## config.mk

```make
export PLATFORM = sky130hd
export DESIGN_NAME = led_serial_rx
export DESIGN_NICKNAME = d
export VERILOG_FILES = /design/src/rtl/led_pkg.sv /design/src/rtl/led_rx_hold.sv /design/src/rtl/led_serial_rx.sv
export SDC_FILE = /design/constraint.sdc
export NUM_CORES = 1
export LEC_CHECK = 0
export CAP_MARGIN = 20
export CORE_MARGIN = 1.5
export CORE_UTILIZATION = 41
export CTS_CLUSTER_DIAMETER = 40
export CTS_CLUSTER_SIZE = 40
export DETAILED_ROUTE_END_ITERATION = 10
export PLACE_DENSITY = 0.71
export SYNTH_ARGS = -nofsm -noshare
export SYNTH_HDL_FRONTEND = slang
export SYNTH_SLANG_ARGS = --single-unit
```

## constraint.sdc

```tcl
create_clock -name clk -period 2.3 [get_ports clk]
set_input_delay 0.23 -clock clk [delete_from_list [all_inputs] [get_ports clk]]
set_output_delay 0.23 -clock clk [all_outputs]
set_load 0.02 [all_outputs]
```

## src/rtl/led_pkg.sv

```systemverilog
// Shared types and defaults for the LED serial receiver.
package led_pkg;

    localparam int LED_DATA_W = 16;

    typedef enum logic {
        IDLE  = 1'b0,
        SHIFT = 1'b1
    } rx_state_t;

endpackage

```

## src/rtl/led_rx_hold.sv

```systemverilog
// Output holding register with valid/ready handshake and sticky overrun flag.
// Latency: word presented the cycle after in_vld.
// Backpressure: none upstream; a new word overwrites an unconsumed one and sets overrun.
module led_rx_hold #(
    parameter int DATA_W = 16
) (
    input  logic              clk,
    input  logic              rst,
    input  logic              in_vld,
    input  logic [DATA_W-1:0] in_dat,
    input  logic              out_ready,
    output logic [DATA_W-1:0] out_data,
    output logic              out_valid,
    output logic              overrun
);

    always_ff @(posedge clk or posedge rst) begin
        if (rst) begin
            out_data  <= '0;
            out_valid <= 1'b0;
            overrun   <= 1'b0;
        end else if (in_vld) begin
            // A word still pending and not taken this edge is lost.
            if (out_valid && !out_ready) begin
                overrun <= 1'b1;
            end
            out_data  <= in_dat;
            out_valid <= 1'b1;
        end else if (out_valid && out_ready) begin
            out_valid <= 1'b0;
        end
    end

endmodule

```

## src/rtl/led_serial_rx.sv

```systemverilog
// Serial LED frame receiver: latch-framed, MSB-first shift into a DATA_W word.
// Latency: out_valid rises the cycle after bit 0 is sampled. Optional err_cnt via LED_RX_ERR_CNT_EN.
// Backpressure: none on the serial side; unconsumed words are overwritten (overrun).
module led_serial_rx
    import led_pkg::*;
#(
    parameter int DATA_W     = LED_DATA_W,
    parameter int SWAP_BYTES = 1
) (
    input  logic              clk,
    input  logic              rst,
    input  logic              sdi,
    input  logic              latch,
    output logic [DATA_W-1:0] out_data,
    output logic              out_valid,
    input  logic              out_ready,
    output logic              frame_err,
    output logic              overrun
`ifdef LED_RX_ERR_CNT_EN
    ,
    output logic [7:0]        err_cnt
`endif
);

    localparam int CNT_W = $clog2(DATA_W + 1);
    localparam int IDX_W = $clog2(DATA_W);
    localparam int HALF  = DATA_W / 2;
    localparam logic [CNT_W-1:0] LAST_CNT = CNT_W'(DATA_W - 1);

    rx_state_t         state, state_nxt;
    logic [CNT_W-1:0]  cnt, cnt_nxt;
    logic [DATA_W-1:0] sr, sr_nxt;
    logic [IDX_W-1:0]  bit_idx;
    logic              done;
    logic              err_nxt;
    logic [DATA_W-1:0] word_dat;

    assign bit_idx = IDX_W'(DATA_W - 1) - cnt[IDX_W-1:0];

    always_comb begin
        state_nxt = state;
        cnt_nxt   = cnt;
        sr_nxt    = sr;
        done      = 1'b0;
        err_nxt   = 1'b0;
        case (state)
            IDLE: begin
                if (latch) begin
                    sr_nxt    = {sdi, {(DATA_W-1){1'b0}}};
                    cnt_nxt   = CNT_W'(1);
                    state_nxt = SHIFT;
                end
            end
            SHIFT: begin
                if (latch) begin
                    // Early latch: drop the partial word and restart on this bit.
                    err_nxt = 1'b1;
                    sr_nxt  = {sdi, {(DATA_W-1){1'b0}}};
                    cnt_nxt = CNT_W'(1);
                end else begin
                    sr_nxt[bit_idx] = sdi;
                    if (cnt == LAST_CNT) begin
                        done      = 1'b1;
                        cnt_nxt   = '0;
                        state_nxt = IDLE;
                    end else begin
                        cnt_nxt = cnt + CNT_W'(1);
                    end
                end
            end
            default: state_nxt = IDLE;
        endcase
    end

    always_ff @(posedge clk or posedge rst) begin
        if (rst) begin
            state     <= IDLE;
            cnt       <= '0;
            sr        <= '0;
            frame_err <= 1'b0;
        end else begin
            state     <= state_nxt;
            cnt       <= cnt_nxt;
            sr        <= sr_nxt;
            frame_err <= err_nxt;
        end
    end

`ifdef LED_RX_ERR_CNT_EN
    always_ff @(posedge clk or posedge rst) begin
        if (rst) begin
            err_cnt <= '0;
        end else if (err_nxt && err_cnt != 8'hFF) begin
            err_cnt <= err_cnt + 8'd1;
        end
    end
`endif

    generate
        if (SWAP_BYTES != 0) begin : g_swap
            assign word_dat = {sr_nxt[HALF-1:0], sr_nxt[DATA_W-1:HALF]};
        end else begin : g_noswap
            assign word_dat = sr_nxt;
        end
    endgenerate

    led_rx_hold #(
        .DATA_W (DATA_W)
    ) u_hold (
        .clk       (clk),
        .rst       (rst),
        .in_vld    (done),
        .in_dat    (word_dat),
        .out_ready (out_ready),
        .out_data  (out_data),
        .out_valid (out_valid),
        .overrun   (overrun)
    );

endmodule

```

==> reports/metrics.cfg, run 1 <==
[status]
status = completed

[global_routing]
grt_pass1_vias = 1441
grt_max_degree = 42
antenna_found_initial = 0
track_usage_pct = 14.67
grt_pass1_wl_um = 6851
overflow = 0

[synthesis]
synthFlopType = dfrtp_1
ys_ff_latch = 41
synth_edf_count = 0
synth_seq_area_share_pct = 46.96
ys_async_sr_fraction_pct = 100.0
yosys_warnings = 0
synth.distinct_cells = 28
synth.avg_cell_area_um2 = 11.75
syn-instance-count = 186
synthesis.nets = 199
syn_area_mm2 = 0.002185

[clocking]
postCtsHoldBufs = 0
numCtsBuffers = 5
clk_pin_slew_ns = 0.08
cts_resized = 0
clock_latency_ns = 0.29
htreeDepth = 2
clockBufferDepth = 2
post-cts-setup-buffers = 0
cts_root_buf = clkbuf_8
cts.sinks = 41
cts_tree = built

[floorplanning]
start_util_pct = 42.77
core_mm2 = 0.005107
die_x_um = 76.00
die_area_mm2 = 0.005775
io_pins = 24
num_rows = 26
dieHeight_um = 76.00

[sta]
setup_viol = 0
rsz0062_at_grt = false
setup_tns_ns = 0
finalClockSkew_ns = 0.007244
timing.final.ws_setup_ns = 0.2453
hold_viol = 0
finalCritPeriodShare_pct = 89.33
period_needed_ns = 2.055
fmax_ghz = 0.4867
worst_pin_slew_ns = 0.5129
finalMaxSlewViolations = 0
slew_headroom_pct = 65.81

[route]
drt_first_iter_violations = 43
routed_wl_um = 3958
vias = 1450
dr.pass1.iters = 4
viasPerCell = 5.179
wire_per_inst_um = 14.14
drcViolationCount = 0
drtAntennaViolNets = 0

[critical_path]
worst_setup_path_end_kind = register
path_max_fanout = 9
worst_ep_required_time_ns = 2.48
worstSetupPathType = register to register
crit_path_start_kind = register
crit_arrival_ns = 2.23

[power]
powerDensity_mw_per_mm2 = 579.9
ir_drop_v = 0.0003799
power_mw = 1.500
leakage_nw = 1.229

[placement]
place.detailed.hpwl_um = 2565
gp_congestion = 0.7999
numPortBuffers = 23
post-place-ws_ns = 0.2693

[cells_and_area]
final_nets = 223
multiInputGateArea_mm2 = 0.001070
nFillCells = 457
area_growth_pct = 18.38
regArea_mm2 = 0.001026
layout-drive-gt1-share_pct = 24.76
num_antenna_cells = 0

[run]
maxCapViolations = 0

[min_path]
hold_class = input pin to async pin

[state kept, by name, summed over array words and instances, names as in the netlist]
name,flops
cnt,5
frame_err,1
sr,16
state,1
u_hold.out_data,16
u_hold.out_valid,1
u_hold.overrun,1
[stage by stage]
step,instance area [µm²],utilization [%],std cells,hold slack [ns]
floorplan,2185,-,186,0.3384
global placement,2500,48.95,273,0.4596
detailed placement,2500,48.95,273,0.4581
CTS,2586,50.64,280,0.3925
global route,2586,50.64,280,0.4740
finish,2586,50.64,280,0.3666
[critical path: stages, from the launching register on]
cell and delay, ns:
dfrtp_1 0.48, inv_1 0.18, ha_1 0.21, nor4bb_1 0.44
mux2_2 0.38, mux2_2 0.25
[placed cells by master (no fill, tap or decap)]
cell / netlist / routed
o21ai_0: 1 / 1
and2_1: 1 / 1
nand4b_1: 9 / 9
a21o_1: 1 / 1
buf_4: 0 / 9
inv_1: 5 / 5
a21oi_1: 3 / 3
a31o_2: 1 / 1
clkbuf_1: 7 / 1
dfrtp_1: 41 / 41
xor2_1: 1 / 1
nand3_1: 7 / 7
nor3b_1: 3 / 3
and3b_1: 1 / 1
clkdlybuf4s50_1: 0 / 23
nand4_1: 5 / 5
nand2_1: 3 / 3
nand2b_1: 1 / 1
ha_1: 8 / 8
nor4_4: 1 / 1
nand3b_1: 8 / 8
nor2_1: 17 / 17
mux2i_1: 15 / 15
nor4bb_1: 4 / 4
nand2_2: 1 / 1
mux2_2: 34 / 34
clkbuf_8: 0 / 6
[report_power, final]
| group | internal, mW | switching, mW | leakage [nW] |
|---|---|---|---|
| registers | 0.752 | 0.0288 | 0.543 |
| logic | 0.119 | 0.132 | 0.642 |
| clock network | 0.238 | 0.231 | 0.0443 |
[routing by layer]
layer	vias to the layer above	GRT usage, %	routed length (µm)
met3	6	2.395	149
li1	706	-	-
met5	-	0	0
met2	29	23.24	1817
met1	709	20.08	1913
met4	0	6.111	78
[cells by family after synthesis]
logic type	Yosys count	synth area share (%)
simple gates	61	17.93
fa+ha+maj	8	4.582
flops	41	46.96
compound gates	6	1.661
buf+inv	20	4.067
mux	49	24.40
xor+xnor	1	0.4010
[worst paths after layout]
check	from	to	slack (ns)	depth (start not counted)
max in group asynchronous	rst	sr[3]	1.57	3
hold / removal	rst	sr[10]	0.37	3
setup reg to reg	cnt[0]	u_hold.out_data[7]	0.25	5
min in group clk	u_hold.overrun	u_hold.overrun	0.47	1
hold reg to reg	u_hold.overrun	u_hold.overrun	0.47	1
setup / recovery	cnt[0]	u_hold.out_data[7]	0.25	5
[Yosys cell counts, types with 2 or more instances]
master / n / share of area [%]
mux2i_1: 15 / 6.9
nand4b_1: 9 / 3.6
ha_1: 8 / 4.6
buf_1: 2 / 0.34
a21oi_1: 3 / 0.69
nor3b_1: 3 / 1.0
dfrtp_1: 41 / 47
clkbuf_1: 7 / 1.2
buf_2: 4 / 0.92
nand3b_1: 8 / 2.7
mux2_2: 34 / 18
nor2_1: 17 / 2.9
nand4_1: 5 / 1.4
nand3_1: 7 / 1.6
inv_1: 5 / 0.86
nor4bb_1: 4 / 1.8
nand2_1: 3 / 0.52
[final cells by class]
type / count / area share, %
clock buffers: 7 / 3.338
multi-input cells: 125 / 41.36
well taps: 70 / 3.387
repair buffers: 32 / 11.51
flip-flops and latches: 41 / 39.67
inverters: 5 / 0.7257
No activity file was read; power rests on OpenSTA's default activity.
==> run 2, diff against run 1 <==
--- a/config.mk
+++ b/config.mk
@@ -12,6 +12,7 @@
 export CTS_CLUSTER_SIZE = 40
 export DETAILED_ROUTE_END_ITERATION = 10
 export PLACE_DENSITY = 0.71
+export REMOVE_ABC_BUFFERS = 1
 export SYNTH_ARGS = -nofsm -noshare
 export SYNTH_HDL_FRONTEND = slang
 export SYNTH_SLANG_ARGS = --single-unit
==> run 2 against run 1 <==
Against the previous run:
- combinational power about the same
- worst hold slack worse by 0.0023 ns
- final area up 2.0%
- largest cell class unchanged
==> reports/metrics.cfg, run 2 (synthesized netlist as in run 1, its figures left out) <==
[status]
status = completed  ; unchanged

[global_routing]
track_usage_pct = 15.25  ; was 14.67%
overflow = 0  ; unchanged
antenna_found_initial = 0  ; unchanged
grt_pass1_vias = 1542  ; was 1441
grt_max_degree = 42  ; unchanged
grt_pass1_wl_um = 7203  ; was 6851 µm

[sta]
setup_viol = 0  ; unchanged
timing.final.ws_setup_ns = 0.2393  ; was 0.2453 ns
finalCritPeriodShare_pct = 89.59  ; was 89.33%
finalMaxSlewViolations = 0  ; unchanged
worst_pin_slew_ns = 0.5107  ; was 0.5129 ns
slew_headroom_pct = 65.95  ; was 65.81%
fmax_ghz = 0.4853  ; was 0.4867 GHz
finalClockSkew_ns = 0.007493  ; was 0.007244 ns
hold_viol = 0  ; unchanged
rsz0062_at_grt = false  ; unchanged
setup_tns_ns = 0  ; unchanged
period_needed_ns = 2.061  ; was 2.055 ns

[cells_and_area]
area_growth_pct = 20.79  ; was 18.38%
final_cell_mix = dfrtp_1, mux2_2, clkdlybuf4s50_1, nor2_1, mux2i_1  ; unchanged
layout-drive-gt1-share_pct = 26.17  ; was 24.76%
final_cell_area_mm2 = 0.002639  ; was 0.002586 mm²
reg_top3 = sr: 16 flops, u_hold.out_data: 16 flops, cnt: 5 flops  ; unchanged
final_nets = 226  ; was 223
mostFrequentLayoutCell = dfrtp_1  ; unchanged
fin_cells = 284  ; was 280
num_antenna_cells = 0  ; unchanged

[critical_path]
crit_top_cell = mux2_2  ; unchanged
path_max_fanout = 9  ; unchanged
timing.rr.start = cnt[0]  ; unchanged
crit_arrival_ns = 2.23  ; about the same
cp_cell_sequence = inv_1 -> ha_1 -> nor4bb_1 -> mux2_2 -> mux2_2  ; unchanged
slowest_stage = dfrtp_1  ; unchanged
crit_path_start_kind = register  ; unchanged
worst_ep_required_time_ns = 2.47  ; was 2.48 ns
critical_path.startpoint = cnt[0]  ; unchanged
worstSetupPathType = register to register  ; unchanged
worst_setup_path_end_kind = register  ; unchanged
cpPeakStageDelay_ns = 0.49  ; was 0.48 ns

[run]
maxCapViolations = 0  ; unchanged

[clocking]
post-cts-setup-buffers = 0  ; unchanged
clockBufferDepth = 2  ; unchanged
clk_pin_slew_ns = 0.08  ; about the same
clock_latency_ns = 0.29  ; about the same
cts_resized = 0  ; unchanged
numCtsBuffers = 5  ; unchanged
cts_tree = built  ; unchanged
cts.sinks = 41  ; unchanged
postCtsHoldBufs = 0  ; unchanged
cts_root_buf = clkbuf_8  ; unchanged
htreeDepth = 2  ; unchanged

[floorplanning]
die_area_mm2 = 0.005775  ; unchanged
die_x_um = 76.00  ; unchanged
dieHeight_um = 76.00  ; unchanged
num_rows = 26  ; unchanged
io_pins = 24  ; unchanged
start_util_pct = 42.77  ; unchanged
core_mm2 = 0.005107  ; unchanged

[power]
seqPwrFrac_pct = 48.0  ; was 52.0%
powerDensity_mw_per_mm2 = 615.7  ; was 579.9 mW/mm²
power_frac_clock_pct = 36.6  ; was 31.2%
sw_frac_of_total_pct = 24.58  ; was 26.07%
power_frac_comb_pct = 15.3  ; was 16.7%
intPower_mw = 1.225  ; was 1.109 mW
p_sw_mw = 0.3993  ; was 0.3910 mW
leakage_nw = 1.259  ; was 1.229 nW
ir_drop_v = 0.0002957  ; was 0.0003799 V
power_mw = 1.625  ; was 1.500 mW

[route]
drtAntennaViolNets = 0  ; unchanged
dr.pass1.iters = 4  ; unchanged
routed_wl_um = 3987  ; was 3958 µm
viasPerCell = 5.194  ; was 5.179
wire_per_inst_um = 14.04  ; was 14.14 µm
vias = 1475  ; was 1450
drcViolationCount = 0  ; unchanged
drt_first_iter_violations = 65  ; was 43

[placement]
place.detailed.hpwl_um = 2635  ; was 2565 µm
dp.cells = 276  ; was 273
gp_congestion = 0.8301  ; was 0.7999
numPortBuffers = 23  ; unchanged
placed_area_mm2 = 0.002522  ; was 0.002500 mm²
post-place-ws_ns = 0.2363  ; was 0.2693 ns

[min_path]
hold_class = input pin to async pin  ; unchanged

run 2: changes by cell type in the layout (fill, tap and decap cells not counted), sizes merged:
| cell | delta |
|---|---|
| bufinv | +1 |
| buf | +3 |
run 2: area by class of cell:
cell class                      count  area, µm²
Timing Repair Buffer               35      320.3
Sequential cell                    41       1026
Multi-Input combinational cell    125       1070
Inverter                            5      18.77
Tap cell                           70      87.58
Fill cell                         466       2469
Clock inverter                      1      30.03
Clock buffer                        7      86.33
run 2: per-stage QoR:
stage | utilization, % | hold WS (ns)
final | 51.67 | 0.3643
after global routing | 51.67 | 0.4872
after CTS | 51.67 | 0.3808
after detailed placement | 49.39 | 0.4641
after global placement | 49.39 | 0.4538
after floorplan | - | 0.2931
run 2: power by group through the flow:
stage / sequential, mW / combinational, mW / clock (mW)
6_report: 0.781 / 0.249 / 0.595
3_5_place_dp: 0.795 / 0.251 / 0
4_1_cts: 0.781 / 0.252 / 0.616
2_1_floorplan: 0.823 / 0.123 / 0
5_1_grt: 0.787 / 0.275 / 0.637
3_3_place_gp: 0.793 / 0.247 / 0
run 2: worst max-delay path: cells and delay by family (launching register included):
| kind | cells | cell delay, ns |
|---|---|---|
| adder cells (fa/ha/maj) | 1 | 0.21 |
| flip-flops | 1 | 0.49 |
| AND/OR/NAND/NOR | 1 | 0.44 |
| multiplexers | 2 | 0.64 |
| buffers and inverters | 1 | 0.17 |
run 2: layer usage:
layer / up-vias / share of wire (%) / GRT usage, %
met1: 739 / 47 / 19.09
met5: - / 0 / 0
li1: 712 / - / -
met4: 0 / 0.85 / 4.444
met2: 19 / 49 / 26.85
met3: 5 / 2.5 / 2.874
run 2: final timing paths:
| kind | endpoint | slack [ns] | depth (start not counted) |
|---|---|---|---|
| setup / recovery | u_hold.out_data[7] | 0.24 | 5 |
| hold / removal | u_hold.out_data[1] | 0.36 | 3 |
| setup reg to reg | u_hold.out_data[7] | 0.24 | 5 |
| hold reg to reg | u_hold.overrun | 0.48 | 1 |
| max in group asynchronous | sr[7] | 1.58 | 3 |
| min in group clk | u_hold.overrun | 0.48 | 1 |
==> run 3, diff against run 2 <==
--- a/config.mk
+++ b/config.mk
@@ -11,8 +11,10 @@
 export CTS_CLUSTER_DIAMETER = 40
 export CTS_CLUSTER_SIZE = 40
 export DETAILED_ROUTE_END_ITERATION = 10
-export PLACE_DENSITY = 0.71
+export MAX_ROUTING_LAYER = met4
+export PLACE_DENSITY = 0.68
 export REMOVE_ABC_BUFFERS = 1
+export SLEW_MARGIN = 0
 export SYNTH_ARGS = -nofsm -noshare
 export SYNTH_HDL_FRONTEND = slang
 export SYNTH_SLANG_ARGS = --single-unit
==> run 3 against run 2 <==
Against the previous run:
- combinational power barely moved
- register-to-register slack improved by 0.04 ns
- largest cell class unchanged
- clock skew barely moved
==> reports/metrics.cfg, run 3 (synthesized netlist as in run 1, its figures left out) <==
[critical_path]
crit_buf_inv = 1  ; unchanged
cp_top_family = multiplexers  ; unchanged
rrSetupSlack_ns = 0.28  ; was 0.24 ns
r2r_end = u_hold.out_data[7]  ; unchanged
path_max_fanout = 9  ; unchanged
cp_cell_sequence = inv_1 -> ha_1 -> nor4bb_1 -> mux2_2 -> mux2_2  ; unchanged
worstSetupPathType = register to register  ; unchanged
cpPeakStageDelay_ns = 0.49  ; about the same
reg2regPathDepth = 5  ; unchanged
crit_top_cell = mux2_2  ; unchanged
worst_ep_required_time_ns = 2.49  ; was 2.47 ns
crit_arrival_ns = 2.22  ; was 2.23 ns
timing.rr.start = cnt[0]  ; unchanged
slowest_stage = dfrtp_1  ; unchanged
crit_path_start_kind = register  ; unchanged
crit_cells = 5  ; unchanged
critical_path.startpoint = cnt[0]  ; unchanged
worst_setup_path_end_kind = register  ; unchanged
crit_end = u_hold.out_data[7]  ; unchanged

[power]
power_mw = 1.650  ; was 1.625 mW
ir_drop_v = 0.0003265  ; was 0.0002957 V
powerDensity_mw_per_mm2 = 626.0  ; was 615.7 mW/mm²
leakage_nw = 1.253  ; was 1.259 nW

[sta]
finalCritPeriodShare_pct = 88.02  ; was 89.59%
slew_headroom_pct = 65.56  ; was 65.95%
fmax_ghz = 0.4940  ; was 0.4853 GHz
setup_tns_ns = 0  ; unchanged
hold_viol = 0  ; unchanged
rsz0062_at_grt = false  ; unchanged
finalClockSkew_ns = 0.007408  ; was 0.007493 ns
worst_pin_slew_ns = 0.5166  ; was 0.5107 ns
hold_ws_ns = 0.3549  ; was 0.3643 ns
period_needed_ns = 2.024  ; was 2.061 ns
finalMaxSlewViolations = 0  ; unchanged
setup_viol = 0  ; unchanged

[clocking]
cts_root_buf = clkbuf_8  ; unchanged
clk_pin_slew_ns = 0.08  ; about the same
numCtsBuffers = 5  ; unchanged
cts_tree = built  ; unchanged
clockBufferDepth = 2  ; unchanged
postCtsHoldBufs = 0  ; unchanged
post-cts-setup-buffers = 0  ; unchanged
cts_resized = 0  ; unchanged
cts.sinks = 41  ; unchanged
htreeDepth = 2  ; unchanged
clock_latency_ns = 0.30  ; was 0.29 ns

[cells_and_area]
final_cell_mix = dfrtp_1, mux2_2, clkdlybuf4s50_1, nor2_1, mux2i_1  ; unchanged
reg_top3 = sr: 16 flops, u_hold.out_data: 16 flops, cnt: 5 flops  ; unchanged
area_growth_pct = 20.62  ; was 20.79%
final_nets = 225  ; was 226
layout-drive-gt1-share_pct = 26.29  ; was 26.17%
num_antenna_cells = 0  ; unchanged
fin_cells = 283  ; was 284
mostFrequentLayoutCell = dfrtp_1  ; unchanged

[placement]
dp.cells = 275  ; was 276
numPortBuffers = 23  ; unchanged
place.detailed.hpwl_um = 2454  ; was 2635 µm
gp_congestion = 0.8075  ; was 0.8301

[global_routing]
track_usage_pct = 15.35  ; was 15.25%
overflow = 0  ; unchanged
grt_max_degree = 42  ; unchanged
grt_pass1_vias = 1451  ; was 1542
antenna_found_initial = 0  ; unchanged
grt_pass1_wl_um = 6927  ; was 7203 µm

[route]
vias = 1431  ; was 1475
viasPerCell = 5.057  ; was 5.194
drt_first_iter_violations = 93  ; was 65
drtAntennaViolNets = 0  ; unchanged
dr.pass1.iters = 4  ; unchanged
drcViolationCount = 0  ; unchanged
wire_per_inst_um = 13.85  ; was 14.04 µm
routed_wl_um = 3919  ; was 3987 µm

[floorplanning]
num_rows = 26  ; unchanged
core_mm2 = 0.005107  ; unchanged
die_x_um = 76.00  ; unchanged
die_area_mm2 = 0.005775  ; unchanged
dieHeight_um = 76.00  ; unchanged
start_util_pct = 42.77  ; unchanged
io_pins = 24  ; unchanged

[run]
maxCapViolations = 0  ; unchanged

[min_path]
hold_class = input pin to async pin  ; unchanged

[status]
status = completed  ; unchanged

## run 3: cell types whose count changed in the layout (fill, tap and decap cells not counted), sizes merged
cell | previous run | this run
buf | 12 | 11
clkbuf | 7 | 6
clkinvlp | 0 | 1
## run 3: how the worst min path moves through the flow
| stage | end | slack (ns) | cells past startpoint |
|---|---|---|---|
| floorplan | cnt[1] | 0.29 | 1 |
| global placement | u_hold.overrun | 0.45 | 1 |
| detailed placement | u_hold.overrun | 0.46 | 1 |
| CTS | u_hold.out_data[7] | 0.38 | 3 |
| global route | u_hold.out_data[7] | 0.42 | 3 |
| finish | cnt[2] | 0.35 | 3 |
## run 3: worst register-to-register path: stages, from the launching register on
cell and delay (ns):
dfrtp_1 0.49, inv_1 0.17, ha_1 0.21, nor4bb_1 0.42
mux2_2 0.38, mux2_2 0.26
## run 3: area by class of cell
class / count / area (µm²)
clock inverter: 2 / 37.54
fill: 471 / 2472
tap: 70 / 87.58
clock buffer: 6 / 82.58
multi-input combinational: 125 / 1070
sequential: 41 / 1026
inverter: 5 / 18.77
timing repair buffer: 34 / 312.8
## run 3: per-layer routing
metal / global-route usage [%] / part of all wire [%] / routed length, µm / vias up
met3: 3.593 / 3.2 / 127 / 7
met1: 19.88 / 52 / 2025 / 691
met5: - / 0 / 0 / -
met4: 5.556 / 1.7 / 65 / 0
li1: - / - / - / 711
met2: 23.69 / 43 / 1699 / 22
## run 3: metrics by stage
step           setup WS [ns]  cell area, µm²  util [%]
2_1_floorplan         0.1527            2115         -
3_3_place_gp          0.3844            2515     49.24
3_5_place_dp          0.2981            2515     49.24
4_1_cts               0.3020            2635     51.59
5_1_grt              0.07891            2635     51.59
6_report              0.2756            2635     51.59
## run 3: report_power, final
group | leakage, nW | switching, mW | internal (mW)
registers | 0.543 | 0.0288 | 0.751
logic | 0.653 | 0.129 | 0.120
clock network | 0.0574 | 0.267 | 0.353
